**config.mk**
```make
export PLATFORM = sky130hd
export DESIGN_NAME = multicycle_control_flat
export DESIGN_NICKNAME = d
export VERILOG_FILES = /design/src/rtl/multicycle_control_pkg.sv /design/src/rtl/multicycle_control_if.sv /design/src/rtl/multicycle_control_mem_wait_timer.sv /design/src/rtl/multicycle_control.sv /design/src/flat_wrapper.sv
export SDC_FILE = /design/constraint.sdc
export NUM_CORES = 1
export LEC_CHECK = 0
export BUFFER_PORTS_ARGS = -buffer_cell sky130_fd_sc_hd__buf_2
export CAP_MARGIN = 25
export CORE_ASPECT_RATIO = 0.7
export CORE_MARGIN = 4
export CORE_UTILIZATION = 50
export CTS_BUF_LIST = sky130_fd_sc_hd__clkbuf_2 sky130_fd_sc_hd__clkbuf_4 sky130_fd_sc_hd__clkbuf_8
export CTS_CLUSTER_SIZE = 16
export DETAILED_ROUTE_END_ITERATION = 8
export PLACE_DENSITY = 0.81
export SYNTH_ARGS = -nofsm -noshare
export SYNTH_HDL_FRONTEND = slang
export SYNTH_SLANG_ARGS = --single-unit
```
**constraint.sdc**
```tcl
create_clock -name clk -period 2.7 [get_ports clk]
set_input_delay 0.405 -clock clk [delete_from_list [all_inputs] [get_ports clk]]
set_output_delay 0.405 -clock clk [all_outputs]
set_load 0.01 [all_outputs]
```
**src/rtl/multicycle_control_pkg.sv**
```systemverilog
// Shared encodings for the multi-cycle main control unit: opcodes, functs,
// FSM states and the datapath select fields.
package control_pkg;

  localparam logic [5:0] OP_RTYPE  = 6'b000000;
  localparam logic [5:0] OP_LW     = 6'b100011;
  localparam logic [5:0] OP_SW     = 6'b101011;
  localparam logic [5:0] OP_BEQ    = 6'b000100;
  localparam logic [5:0] OP_NANDI  = 6'b010000;
  localparam logic [5:0] OP_BGTZAL = 6'b100001;
  localparam logic [5:0] OP_BALV   = 6'b100000;
  localparam logic [5:0] OP_JRSAL  = 6'b010001;

  localparam logic [5:0] FN_JMNOR  = 6'b100111;
  localparam logic [5:0] FN_BRNV   = 6'b010101;

  typedef enum logic [3:0] {
    FETCH,
    DECODE,
    EXEC_R,
    EXEC_NANDI,
    ALU_WB,
    MEM_ADDR,
    MEM_RD,
    MEM_WB,
    MEM_WR,
    BRANCH,
    LINK,
    JR_RD,
    JR_WR
  } state_t;

  typedef enum logic [1:0] {
    ALU_ADD   = 2'b00,
    ALU_SUB   = 2'b01,
    ALU_FUNCT = 2'b10,
    ALU_NAND  = 2'b11
  } aluop_t;

  typedef enum logic [1:0] {
    PC_ALU    = 2'b00,
    PC_ALUOUT = 2'b01,
    PC_JUMP   = 2'b10,
    PC_REG    = 2'b11
  } pcsrc_t;

  typedef enum logic [1:0] {
    SRCB_REG   = 2'b00,
    SRCB_FOUR  = 2'b01,
    SRCB_IMM   = 2'b10,
    SRCB_IMMSH = 2'b11
  } srcb_t;

  typedef enum logic [1:0] {
    RD_RT = 2'b00,
    RD_RD = 2'b01,
    RD_RA = 2'b10,
    RD_RS = 2'b11
  } regdst_t;

  // All datapath strobes for one cycle, so a fault or reset can clear them at once.
  typedef struct packed {
    logic    iord;
    logic    irwrite;
    logic    pcwrite;
    logic    pcwritecond;
    logic    alusrca;
    logic    memtoreg;
    logic    regwrite;
    logic    memread;
    logic    memwrite;
    logic    statusregwrite;
    pcsrc_t  pcsource;
    srcb_t   alusrcb;
    aluop_t  aluop;
    regdst_t regdst;
  } ctl_t;

endpackage

```
**src/rtl/multicycle_control_if.sv**
```systemverilog
// Bundle between the control unit and the IR / status register / datapath.
interface multicycle_control_if #(
  parameter int unsigned CNT_W = 32
);
  logic [5:0]       opcode;
  logic [5:0]       funct;
  logic             cond_v;
  logic             cond_gtz;
  logic             mem_ready;

  logic             IorD;
  logic             IRWrite;
  logic             PCWrite;
  logic             PCWriteCond;
  logic             ALUSrcA;
  logic             MemToReg;
  logic             RegWrite;
  logic             MemRead;
  logic             MemWrite;
  logic             StatusRegWrite;
  logic [1:0]       PCSource;
  logic [1:0]       ALUSrcB;
  logic [1:0]       ALUOp;
  logic [1:0]       RegDst;

  logic             bus_error;
  logic             illegal;
  logic [CNT_W-1:0] instr_count;
  logic [CNT_W-1:0] cycle_count;

  modport master (
    input  opcode, funct, cond_v, cond_gtz, mem_ready,
    output IorD, IRWrite, PCWrite, PCWriteCond, ALUSrcA, MemToReg, RegWrite,
           MemRead, MemWrite, StatusRegWrite, PCSource, ALUSrcB, ALUOp, RegDst,
           bus_error, illegal, instr_count, cycle_count
  );

  modport slave (
    output opcode, funct, cond_v, cond_gtz, mem_ready,
    input  IorD, IRWrite, PCWrite, PCWriteCond, ALUSrcA, MemToReg, RegWrite,
           MemRead, MemWrite, StatusRegWrite, PCSource, ALUSrcB, ALUOp, RegDst,
           bus_error, illegal, instr_count, cycle_count
  );
endinterface

```
**src/rtl/multicycle_control_mem_wait_timer.sv**
```systemverilog
// Counts cycles spent waiting on memory; expired is high once MEM_TIMEOUT
// cycles have elapsed since the last clear.
module mem_wait_timer #(
  parameter int unsigned MEM_TIMEOUT = 16
) (
  input  logic clk,
  input  logic reset,
  input  logic clr,
  output logic expired
);
  localparam int unsigned W = $clog2(MEM_TIMEOUT + 1);

  logic [W-1:0] cnt;

  assign expired = (cnt == W'(MEM_TIMEOUT));

  // Saturates so a long stay in a non-memory state can never wrap it.
  always_ff @(posedge clk) begin
    if (reset || clr) begin
      cnt <= '0;
    end else if (!expired) begin
      cnt <= cnt + W'(1);
    end
  end
endmodule

```
**src/rtl/multicycle_control.sv**
```systemverilog
// Multi-cycle main control FSM with memory ready/timeout handshake and
// retired-instruction / cycle performance counters.
module multicycle_control
  import control_pkg::*;
#(
  parameter int unsigned MEM_TIMEOUT = 16,
  parameter int unsigned CNT_W       = 32
) (
  input  logic                clk,
  input  logic                reset,
  multicycle_control_if.master bus
);

  state_t           state_q, state_d;
  ctl_t             ctl;
  logic             retire, timeout, bad_op;
  logic             expired, tmr_clr;
  logic             is_balv, take;
  logic [CNT_W-1:0] instr_q, cycle_q;

  mem_wait_timer #(
    .MEM_TIMEOUT(MEM_TIMEOUT)
  ) u_timer (
    .clk     (clk),
    .reset   (reset),
    .clr     (tmr_clr),
    .expired (expired)
  );

  assign is_balv = (bus.opcode == OP_BALV);
  assign take    = is_balv ? bus.cond_v : bus.cond_gtz;

  always_comb begin
    ctl     = '0;
    state_d = state_q;
    retire  = 1'b0;
    timeout = 1'b0;
    bad_op  = 1'b0;
    case (state_q)
      FETCH: begin
        ctl.memread = 1'b1;
        ctl.alusrcb = SRCB_FOUR;
        if (bus.mem_ready) begin
          ctl.irwrite = 1'b1;
          ctl.pcwrite = 1'b1;
          state_d     = DECODE;
        end else if (expired) begin
          timeout = 1'b1;
        end
      end
      DECODE: begin
        ctl.alusrcb = SRCB_IMMSH;
        case (bus.opcode)
          OP_RTYPE: begin
            if (bus.funct == FN_JMNOR)     state_d = JR_RD;
            else if (bus.funct == FN_BRNV) state_d = BRANCH;
            else                           state_d = EXEC_R;
          end
          OP_NANDI:          state_d = EXEC_NANDI;
          OP_LW, OP_SW:      state_d = MEM_ADDR;
          OP_BEQ:            state_d = BRANCH;
          OP_BALV, OP_BGTZAL: state_d = LINK;
          OP_JRSAL:          state_d = JR_RD;
          default: begin
            bad_op  = 1'b1;
            state_d = FETCH;
          end
        endcase
      end
      EXEC_R: begin
        ctl.alusrca = 1'b1;
        ctl.aluop   = ALU_FUNCT;
        state_d     = ALU_WB;
      end
      EXEC_NANDI: begin
        ctl.alusrca = 1'b1;
        ctl.alusrcb = SRCB_IMM;
        ctl.aluop   = ALU_NAND;
        state_d     = ALU_WB;
      end
      // ALU inputs are held from the execute cycle so the status flags stay valid.
      ALU_WB: begin
        ctl.alusrca  = 1'b1;
        ctl.regwrite = 1'b1;
        retire       = 1'b1;
        state_d      = FETCH;
        if (bus.opcode == OP_NANDI) begin
          ctl.alusrcb = SRCB_IMM;
          ctl.aluop   = ALU_NAND;
          ctl.regdst  = RD_RT;
        end else begin
          ctl.aluop          = ALU_FUNCT;
          ctl.regdst         = RD_RD;
          ctl.statusregwrite = 1'b1;
        end
      end
      MEM_ADDR: begin
        ctl.alusrca = 1'b1;
        ctl.alusrcb = SRCB_IMM;
        state_d     = (bus.opcode == OP_SW) ? MEM_WR : MEM_RD;
      end
      MEM_RD: begin
        ctl.iord    = 1'b1;
        ctl.memread = 1'b1;
        if (bus.mem_ready)  state_d = MEM_WB;
        else if (expired)   timeout = 1'b1;
      end
      MEM_WB: begin
        ctl.regdst   = RD_RT;
        ctl.memtoreg = 1'b1;
        ctl.regwrite = 1'b1;
        retire       = 1'b1;
        state_d      = FETCH;
      end
      MEM_WR: begin
        ctl.iord     = 1'b1;
        ctl.memwrite = 1'b1;
        if (bus.mem_ready) begin
          retire  = 1'b1;
          state_d = FETCH;
        end else if (expired) begin
          timeout = 1'b1;
        end
      end
      BRANCH: begin
        ctl.alusrca  = 1'b1;
        ctl.pcsource = PC_ALUOUT;
        retire       = 1'b1;
        state_d      = FETCH;
        if (bus.opcode == OP_BEQ) begin
          ctl.aluop       = ALU_SUB;
          ctl.pcwritecond = 1'b1;
        end else begin
          ctl.pcwrite = ~bus.cond_v;
        end
      end
      LINK: begin
        ctl.regdst   = is_balv ? RD_RA : RD_RS;
        ctl.regwrite = take;
        ctl.pcwrite  = take;
        ctl.pcsource = PC_ALUOUT;
        retire       = 1'b1;
        state_d      = FETCH;
      end
      JR_RD: begin
        ctl.iord    = 1'b1;
        ctl.memread = 1'b1;
        if (bus.mem_ready)  state_d = JR_WR;
        else if (expired)   timeout = 1'b1;
      end
      JR_WR: begin
        ctl.iord     = 1'b1;
        ctl.memwrite = 1'b1;
        ctl.pcsource = PC_REG;
        if (bus.opcode == OP_RTYPE) begin
          ctl.regdst   = RD_RA;
          ctl.regwrite = 1'b1;
        end
        if (bus.mem_ready) begin
          ctl.pcwrite = 1'b1;
          retire      = 1'b1;
          state_d     = FETCH;
        end else if (expired) begin
          timeout = 1'b1;
        end
      end
      default: state_d = FETCH;
    endcase

    if (timeout) begin
      ctl     = '0;
      state_d = FETCH;
    end
    if (reset) begin
      ctl = '0;
    end
  end

  // A timeout in FETCH re-enters FETCH, so it must clear the wait counter too.
  assign tmr_clr = (state_d != state_q) || timeout;

  always_ff @(posedge clk) begin
    if (reset) begin
      state_q <= FETCH;
      instr_q <= '0;
      cycle_q <= '0;
    end else begin
      state_q <= state_d;
      cycle_q <= cycle_q + CNT_W'(1);
      if (retire) instr_q <= instr_q + CNT_W'(1);
    end
  end

  assign bus.IorD           = ctl.iord;
  assign bus.IRWrite        = ctl.irwrite;
  assign bus.PCWrite        = ctl.pcwrite;
  assign bus.PCWriteCond    = ctl.pcwritecond;
  assign bus.ALUSrcA        = ctl.alusrca;
  assign bus.MemToReg       = ctl.memtoreg;
  assign bus.RegWrite       = ctl.regwrite;
  assign bus.MemRead        = ctl.memread;
  assign bus.MemWrite       = ctl.memwrite;
  assign bus.StatusRegWrite = ctl.statusregwrite;
  assign bus.PCSource       = ctl.pcsource;
  assign bus.ALUSrcB        = ctl.alusrcb;
  assign bus.ALUOp          = ctl.aluop;
  assign bus.RegDst         = ctl.regdst;
  assign bus.bus_error      = timeout & ~reset;
  assign bus.illegal        = bad_op & ~reset;
  assign bus.instr_count    = instr_q;
  assign bus.cycle_count    = cycle_q;

endmodule

```
**src/flat_wrapper.sv**
```systemverilog
// flat-port wrapper written by rule: the top's interface ports become plain ports
module multicycle_control_flat import control_pkg::*;
#(
  parameter int unsigned MEM_TIMEOUT = 16,
  parameter int unsigned CNT_W       = 32
)
  (clk, reset, bus_opcode, bus_funct, bus_cond_v, bus_cond_gtz, bus_mem_ready, bus_IorD, bus_IRWrite, bus_PCWrite, bus_PCWriteCond, bus_ALUSrcA, bus_MemToReg, bus_RegWrite, bus_MemRead, bus_MemWrite, bus_StatusRegWrite, bus_PCSource, bus_ALUSrcB, bus_ALUOp, bus_RegDst, bus_bus_error, bus_illegal, bus_instr_count, bus_cycle_count);
  multicycle_control_if #(.CNT_W(CNT_W)) bus_i ();
  input  logic clk;
  input  logic reset;
  input wire logic [$bits(bus_i.opcode)-1:0] bus_opcode;
  input wire logic [$bits(bus_i.funct)-1:0] bus_funct;
  input wire logic [$bits(bus_i.cond_v)-1:0] bus_cond_v;
  input wire logic [$bits(bus_i.cond_gtz)-1:0] bus_cond_gtz;
  input wire logic [$bits(bus_i.mem_ready)-1:0] bus_mem_ready;
  output wire logic [$bits(bus_i.IorD)-1:0] bus_IorD;
  output wire logic [$bits(bus_i.IRWrite)-1:0] bus_IRWrite;
  output wire logic [$bits(bus_i.PCWrite)-1:0] bus_PCWrite;
  output wire logic [$bits(bus_i.PCWriteCond)-1:0] bus_PCWriteCond;
  output wire logic [$bits(bus_i.ALUSrcA)-1:0] bus_ALUSrcA;
  output wire logic [$bits(bus_i.MemToReg)-1:0] bus_MemToReg;
  output wire logic [$bits(bus_i.RegWrite)-1:0] bus_RegWrite;
  output wire logic [$bits(bus_i.MemRead)-1:0] bus_MemRead;
  output wire logic [$bits(bus_i.MemWrite)-1:0] bus_MemWrite;
  output wire logic [$bits(bus_i.StatusRegWrite)-1:0] bus_StatusRegWrite;
  output wire logic [$bits(bus_i.PCSource)-1:0] bus_PCSource;
  output wire logic [$bits(bus_i.ALUSrcB)-1:0] bus_ALUSrcB;
  output wire logic [$bits(bus_i.ALUOp)-1:0] bus_ALUOp;
  output wire logic [$bits(bus_i.RegDst)-1:0] bus_RegDst;
  output wire logic [$bits(bus_i.bus_error)-1:0] bus_bus_error;
  output wire logic [$bits(bus_i.illegal)-1:0] bus_illegal;
  output wire logic [$bits(bus_i.instr_count)-1:0] bus_instr_count;
  output wire logic [$bits(bus_i.cycle_count)-1:0] bus_cycle_count;
  assign bus_i.opcode = bus_opcode;
  assign bus_i.funct = bus_funct;
  assign bus_i.cond_v = bus_cond_v;
  assign bus_i.cond_gtz = bus_cond_gtz;
  assign bus_i.mem_ready = bus_mem_ready;
  assign bus_IorD = bus_i.IorD;
  assign bus_IRWrite = bus_i.IRWrite;
  assign bus_PCWrite = bus_i.PCWrite;
  assign bus_PCWriteCond = bus_i.PCWriteCond;
  assign bus_ALUSrcA = bus_i.ALUSrcA;
  assign bus_MemToReg = bus_i.MemToReg;
  assign bus_RegWrite = bus_i.RegWrite;
  assign bus_MemRead = bus_i.MemRead;
  assign bus_MemWrite = bus_i.MemWrite;
  assign bus_StatusRegWrite = bus_i.StatusRegWrite;
  assign bus_PCSource = bus_i.PCSource;
  assign bus_ALUSrcB = bus_i.ALUSrcB;
  assign bus_ALUOp = bus_i.ALUOp;
  assign bus_RegDst = bus_i.RegDst;
  assign bus_bus_error = bus_i.bus_error;
  assign bus_illegal = bus_i.illegal;
  assign bus_instr_count = bus_i.instr_count;
  assign bus_cycle_count = bus_i.cycle_count;
  multicycle_control #(.MEM_TIMEOUT(MEM_TIMEOUT), .CNT_W(CNT_W)) u_core (.clk(clk), .reset(reset), .bus(bus_i));
endmodule
```
---- After elaboration in Yosys (flattened, before gate mapping) ----
Index checks and enable logic that the tools add are counted.
Widths: inputs -> output; s select.
storage, ports and cells
  bits in read-only memories .............. 0
  latch bits .............................. 0
  memories kept ........................... 0
  register bits after elaboration ......... 73
  bits of input ports ..................... 17
  RAM bits ................................ 0
  output and inout bits ................... 84
operators by class
  shift operators ......................... 0
  muxes and demuxes ....................... 44
  equal/unequal tests ..................... 23
  multipliers ............................. 0
  bitwise operators ....................... 4
  $add $sub $neg .......................... 3
  $lt $le $gt $ge ......................... 0
  divide/modulo/power cells ............... 0
  reductions and logical operators ........ 17
operator list
  cell                   count
  $add 32x1->32 const B  2
  $mux 18                2
  $mux 4                 8
  $eq 6x6->1 const B     5
  $pmux 4 s7             1
  $pmux 4 s6             1
  $mux 1                 21
  $eq 4x4->1 const B     5
  $eq 6x5->1 const B     3
  $eq 4x3->1 const B     4
  $pmux 2 s4             2
  $reduce_or 2->1        7
  $reduce_or 5->1        2
  $eq 4x2->1 const B     2
  $reduce_or 4->1        2
  $reduce_or 8->1        1
  $eq 6x3->1 const B     1
  $logic_not 6->1        1
  $mux 2                 3
  $pmux 2 s3             1
  $add 5x1->5 const B    1
  $eq 5x5->1 const B     1
  $eq 4x1->1 const B     1
  $logic_not 4->1        1
  other kinds (10)       13

---- Longest topological paths before layout ----
  word-level depth ........................ 9
  gate-level depth with buffers ........... 10

---- Hierarchy ----
From an unflattened synthesis, not the netlist that was laid out.
unflattened totals
  cells, all modules ...................... 498
  area total of the unflattened synthesis .. 4,065.1 um^2
by module, submodules not included
  module              area an instance (um^2)  cells each  times used  sequential area each (um^2)
  multicycle_control  3,824.9                  475         1           1,361.3
  mem_wait_timer      240.2                    23          1           100.1

---- Worst setup path before layout ----
OpenSTA, ideal clock, no wires.
  path type ............................... register -> output
  start point ............................. reg u_core.u_timer.cnt[0]
  end point ............................... out bus_RegDst[0]
  arrival time ............................ 2,181 ps
  required time ........................... 2,295 ps
  cell stages (with the launch flop) ...... 11
  path slack .............................. 114 ps
  cells stage by stage .................... dfxtp_1 inv_1 ha_1 nor4bb_1 clkbuf_1 nand2b_1 a31oi_1 or2_1 clkbuf_1 nor4b_1 a31o_1
between the ends
  cells in the longest elaborated chain, start to end .. 6
ends and longest elaborated chain
  item                    RTL line                                 text
  from (decl)             multicycle_control_mem_wait_timer.sv:13  logic [W-1:0] cnt;
  from (signal assigned)  multicycle_control_mem_wait_timer.sv:22  cnt <= cnt + W'(1);
  $eq 5x5->1              multicycle_control_mem_wait_timer.sv:15  assign expired = (cnt == W'(MEM_TIMEOUT));
  $mux 1                  --
  $mux 1                  multicycle_control.sv:159                if (bus.mem_ready) begin
  $mux 1                  --
  $mux 18                 multicycle_control.sv:170                if (timeout) begin
  $mux 18                 multicycle_control.sv:174                if (reset) begin
  to (decl)               flat_wrapper.sv:29                       output wire logic [$bits(bus_i.RegDst)-1:0] bus_RegDst;
No other way between the ends.

---- Worst setup path after layout ----
  start point ............................. reg u_core.u_timer.cnt[0]
  end point ............................... out bus_ALUSrcB[1]
between the ends
  cells in the longest elaborated chain, start to end .. 6
ends and longest elaborated chain
  item        RTL line                                 text
  $eq 5x5->1  multicycle_control_mem_wait_timer.sv:15
  $mux 1      --
  $mux 1      multicycle_control.sv:159
  $mux 1      --
  $mux 18     multicycle_control.sv:170
  $mux 18     multicycle_control.sv:174
  to (decl)   flat_wrapper.sv:27                       output wire logic [$bits(bus_i.ALUSrcB)-1:0] bus_ALUSrcB;
No other way between the ends.

==> key figures <==
Clocking
  – Maximum clock insertion buffer count: 2
  – CTS Buf Count: 9
  – CTS tree: yes
  – Hold buffers post-CTS: 0
  – CTS clk-pin slew, worst paths: 70 ps
  – Setup bufs post-CTS: 0
  – H-tree depth: 3
  – Clock Tree Root: clkbuf_8
  – Clock latency on the worst-skew pair: 340 ps
  – CTS sink count: 73

Logic synthesis
  – Synth warn: 0
  – Netlist cell types: slightly above 60
  – Post-synth top area share: a little over a third
  – Ranking of synthesized cells by area: dfxtp_1 35%, xnor2_1 7.2%, nor2_1 6.7%, xor2_1 4.8%, nor4_1 3.3%
  – Cell taking the most area after synthesis: dfxtp_1
  – Post-Synthesis Cell Area: approximately 0.0042 mm2
  – Avg Inst Size Synth: about 8 um2
  – Post-synth ARST share: 0%
  – Top FF cell, synth: dfxtp_1
  – Synth Instances: slightly above 500
  – Syn_nets: 540
  – Post-synth EDFFs: 0
  – Flops & latches, synth: between 70 and 80
  – Post-synthesis sequential area ratio: 35.1%

Global route
  – Met3 GRT Util: 6.41%
  – Initial antenna violation count: 0
  – Pin count of the biggest net entering global routing: 37
  – GR Util met1: a little over 30%
  – Gr busiest metal: met2
  – Global Route met2 Usage: around 35%
  – First-pass GRT wire length: 18.3 mm
  – GRT overflow: 0
  – Vias in the first global route: 3,793
  – GRT Total Usage: ~22%

STA
  – Tmin final: approximately 2700 ps
  – Max Slew Vio Count: 0
  – Actual slew at the worst max-slew pin: roughly 950 ps
  – Unrepaired setup endpoints after global routing: yes
  – Hold Vio Cnt, Final: 0
  – F_max: roughly 370 MHz
  – Hold_ws: between 400 and 500 ps
  – Period utilization: between 90 and 100%
  – Clock Skew: around 8.4 ps
  – Slew headroom: between 30% and 40%
  – Setup-failing EPs final: 0

Power and ir drop
  – Largest vdd supply drop: approximately 0.00044 V
  – PD cells: between 400 and 500 mW/mm2
  – Total leakage power: 0.00202 uW

Critical path
  – Crit path max-delay cell type: a2111oi_0
  – CP top delay family: simple AND/OR/NAND/NOR gates
  – R2r worst-path depth: 8
  – Worst-path maximum fanout: 7
  – Critical path endpoint: bus_ALUSrcB[1]
  – Reg2reg setup slack: around 390 ps
  – Worst EP arrival: about 2300 ps
  – Worst EP required: ~2300 ps
  – CP Class: flop to output pin
  – Crit path largest cell delay: 450 ps
  – WP buf/inv: 2
  – Critical Path Start Type: flop
  – Setup crit start: u_core.u_timer.cnt[0]
  – Stages on the worst setup path: 8
  – RR Endpoint: u_core.bus.instr_count[30]
  – Critical Path Sink Type: output pin
  – CP cell instances: inv_1, ha_1, nor4bb_2, nand2b_1, a31oi_2, or2_4, a2111oi_0, buf_2
  – FF-to-FF Start: u_core.state_q[0]

Cells and area
  – Fill count: 699
  – ANT cells: 0
  – Post-route cell area: about 0.005 mm2
  – Core Util, Final: a little over three fifths
  – Final nets: about 630
  – P&R area growth vs syn: 20.5%
  – Ratio of cells with drive above 1 in the final layout: a little under a quarter

Worst hold path
  – Hold Path Class: flop to flop
  – HP Start: u_core.bus.cycle_count[0]

Floorplanning
  – # IOs: 101
  – Std-Cell Rows: 27
  – Die Y: around 84 um
  – Die width: ~120 um
  – Initial core utilization: about 52%
  – Die ar.: about 0.0099 mm2
  – Core area: between 0.007 and 0.008 mm2

Route
  – Drt total wl: 11.1 mm
  – Post-DR wirelength/cell: 15.5 um
  – Post-DRT Antenna Nets: 0
  – DRT iter0 DRCs: just over 400
  – First-pass detailed-route iteration total: 5
  – Routed vias/inst: 5.76
  – Via Count: approximately 4,100
  – Drc violations: 0

Placement
  – Hpwl dp: roughly 8 mm
  – IO Port Bufs: 100
  – GPL Wtd Cong: 0.987
  – DP Area: around 0.0048 mm2

Job
  – MaxCap Viol Count: 0

Run status
  – Status: finished, final reports clean
==> flip-flops by register name, summed over array words and instances, names as in the netlist <==
name	cells
u_core.state_q	4
u_core.bus.cycle_count	32
u_core.u_timer.cnt	5
u_core.bus.instr_count	32
==> Yosys cell counts, drive strengths merged (2+ instances only) <==
cell type  count
a2111oi        3
a211oi         4
a21boi         2
a21o           3
a21oi         17
a22o           2
a31o           2
a31oi          4
and2           6
and3          10
and4           5
buf           10
clkbuf        22
dfxtp         73
ha             4
inv           16
mux2i          4
nand2         31
nand2b         8
nand3         25
nand3b         2
nand4         16
nor2          76
nor2b          7
nor3          18
nor4          23
nor4b          3
o211ai         2
o21a           2
o21ai         21
o21bai         3
o31ai          3
or2            2
or3           13
or3b           5
xnor2         34
xor2          23
==> cell families (layout without fill, tap and decap cells) <==
family          count (synthesis)  count (layout)  synth area share [%]
xor+xnor                       57              57                  12.0
fa+ha+maj                       4               4                  1.20
flops                          73              73                  35.1
buf+inv                        48             146                  4.51
simple gates                  256             256                  33.2
compound gates                 77              77                  13.0
mux                             4               4                 0.962
==> per-stage QoR <==
stage	worst slack [ps]	cells	total power, uW	TNS, ps
floorplan	114	519	1210	0
global placement	170	702	1260	0
detailed placement	145	702	1260	0
CTS	16.5	718	2180	0
global route	-8.25	718	2250	-12.0
finish	21.3	718	2160	0
==> worst min-delay path by stage <==
stage / endpoint / slack, ps / depth (start not counted)
finish: u_core.bus.cycle_count[0] / 480 / 1
global route: u_core.bus.cycle_count[0] / 500 / 1
CTS: u_core.bus.cycle_count[0] / 490 / 1
detailed placement: u_core.bus.cycle_count[0] / 470 / 1
global placement: u_core.bus.cycle_count[0] / 450 / 1
floorplan: u_core.bus.cycle_count[0] / 470 / 1
==> repair_timing <==
item,CTS,global route
hold endpoints to repair,0,0
endpoints found under the setup margin,4,7
gates resized for setup,2,5
==> metal layers <==
metal / vias to the layer above / share of wire (%)
met3: 12 / 6.8
met4: 0 / 1.1
li1: 2032 / -
met1: 1936 / 46
met5: - / 0
met2: 159 / 46
==> area by class of cell <==
cell class	instances	area, um2	area share [%]
sequential	73	1460	29.2
clock buffer	10	131	2.62
clock inverter	6	82.6	1.65
inverter	16	60.1	1.20
tap	101	126	2.52
timing repair buffer	114	606	12.1
multi-input combinational	398	2550	50.8
==> report_power, final <==
group | total (uW) | internal, uW | switching (uW)
Combinational | 148 | 55.7 | 91.8
Sequential | 1090 | 1080 | 8.38
Clock | 918 | 526 | 392
Total | 2160 | 1670 | 492
==> layout by cell type, fill, tap and decap left out, types with 5 or more instances in the layout <==
cell,count
buf_4,14
dfxtp_1,72
nand4_1,14
and3_1,10
xnor2_1,34
a21oi_1,17
clkbuf_8,9
o21ai_0,18
nand3_1,25
nand2b_1,8
buf_2,100
inv_1,16
or3_1,13
nand2_1,31
and2_1,6
xor2_1,23
nor2_1,74
and4_1,5
nor4_1,22
nor3_1,18
nor2b_1,7
==> worst register-to-register path, stage by stage (launching register included) <==
cell and delay, ps:
dfxtp_1 380, buf_4 250, or3b_1 460, o211ai_2 150, nand4_2 120, buf_4 210, nor4_1 390, xnor2_1 170
nor2_1 60
Note: power is estimated with default switching activity, not from simulation.
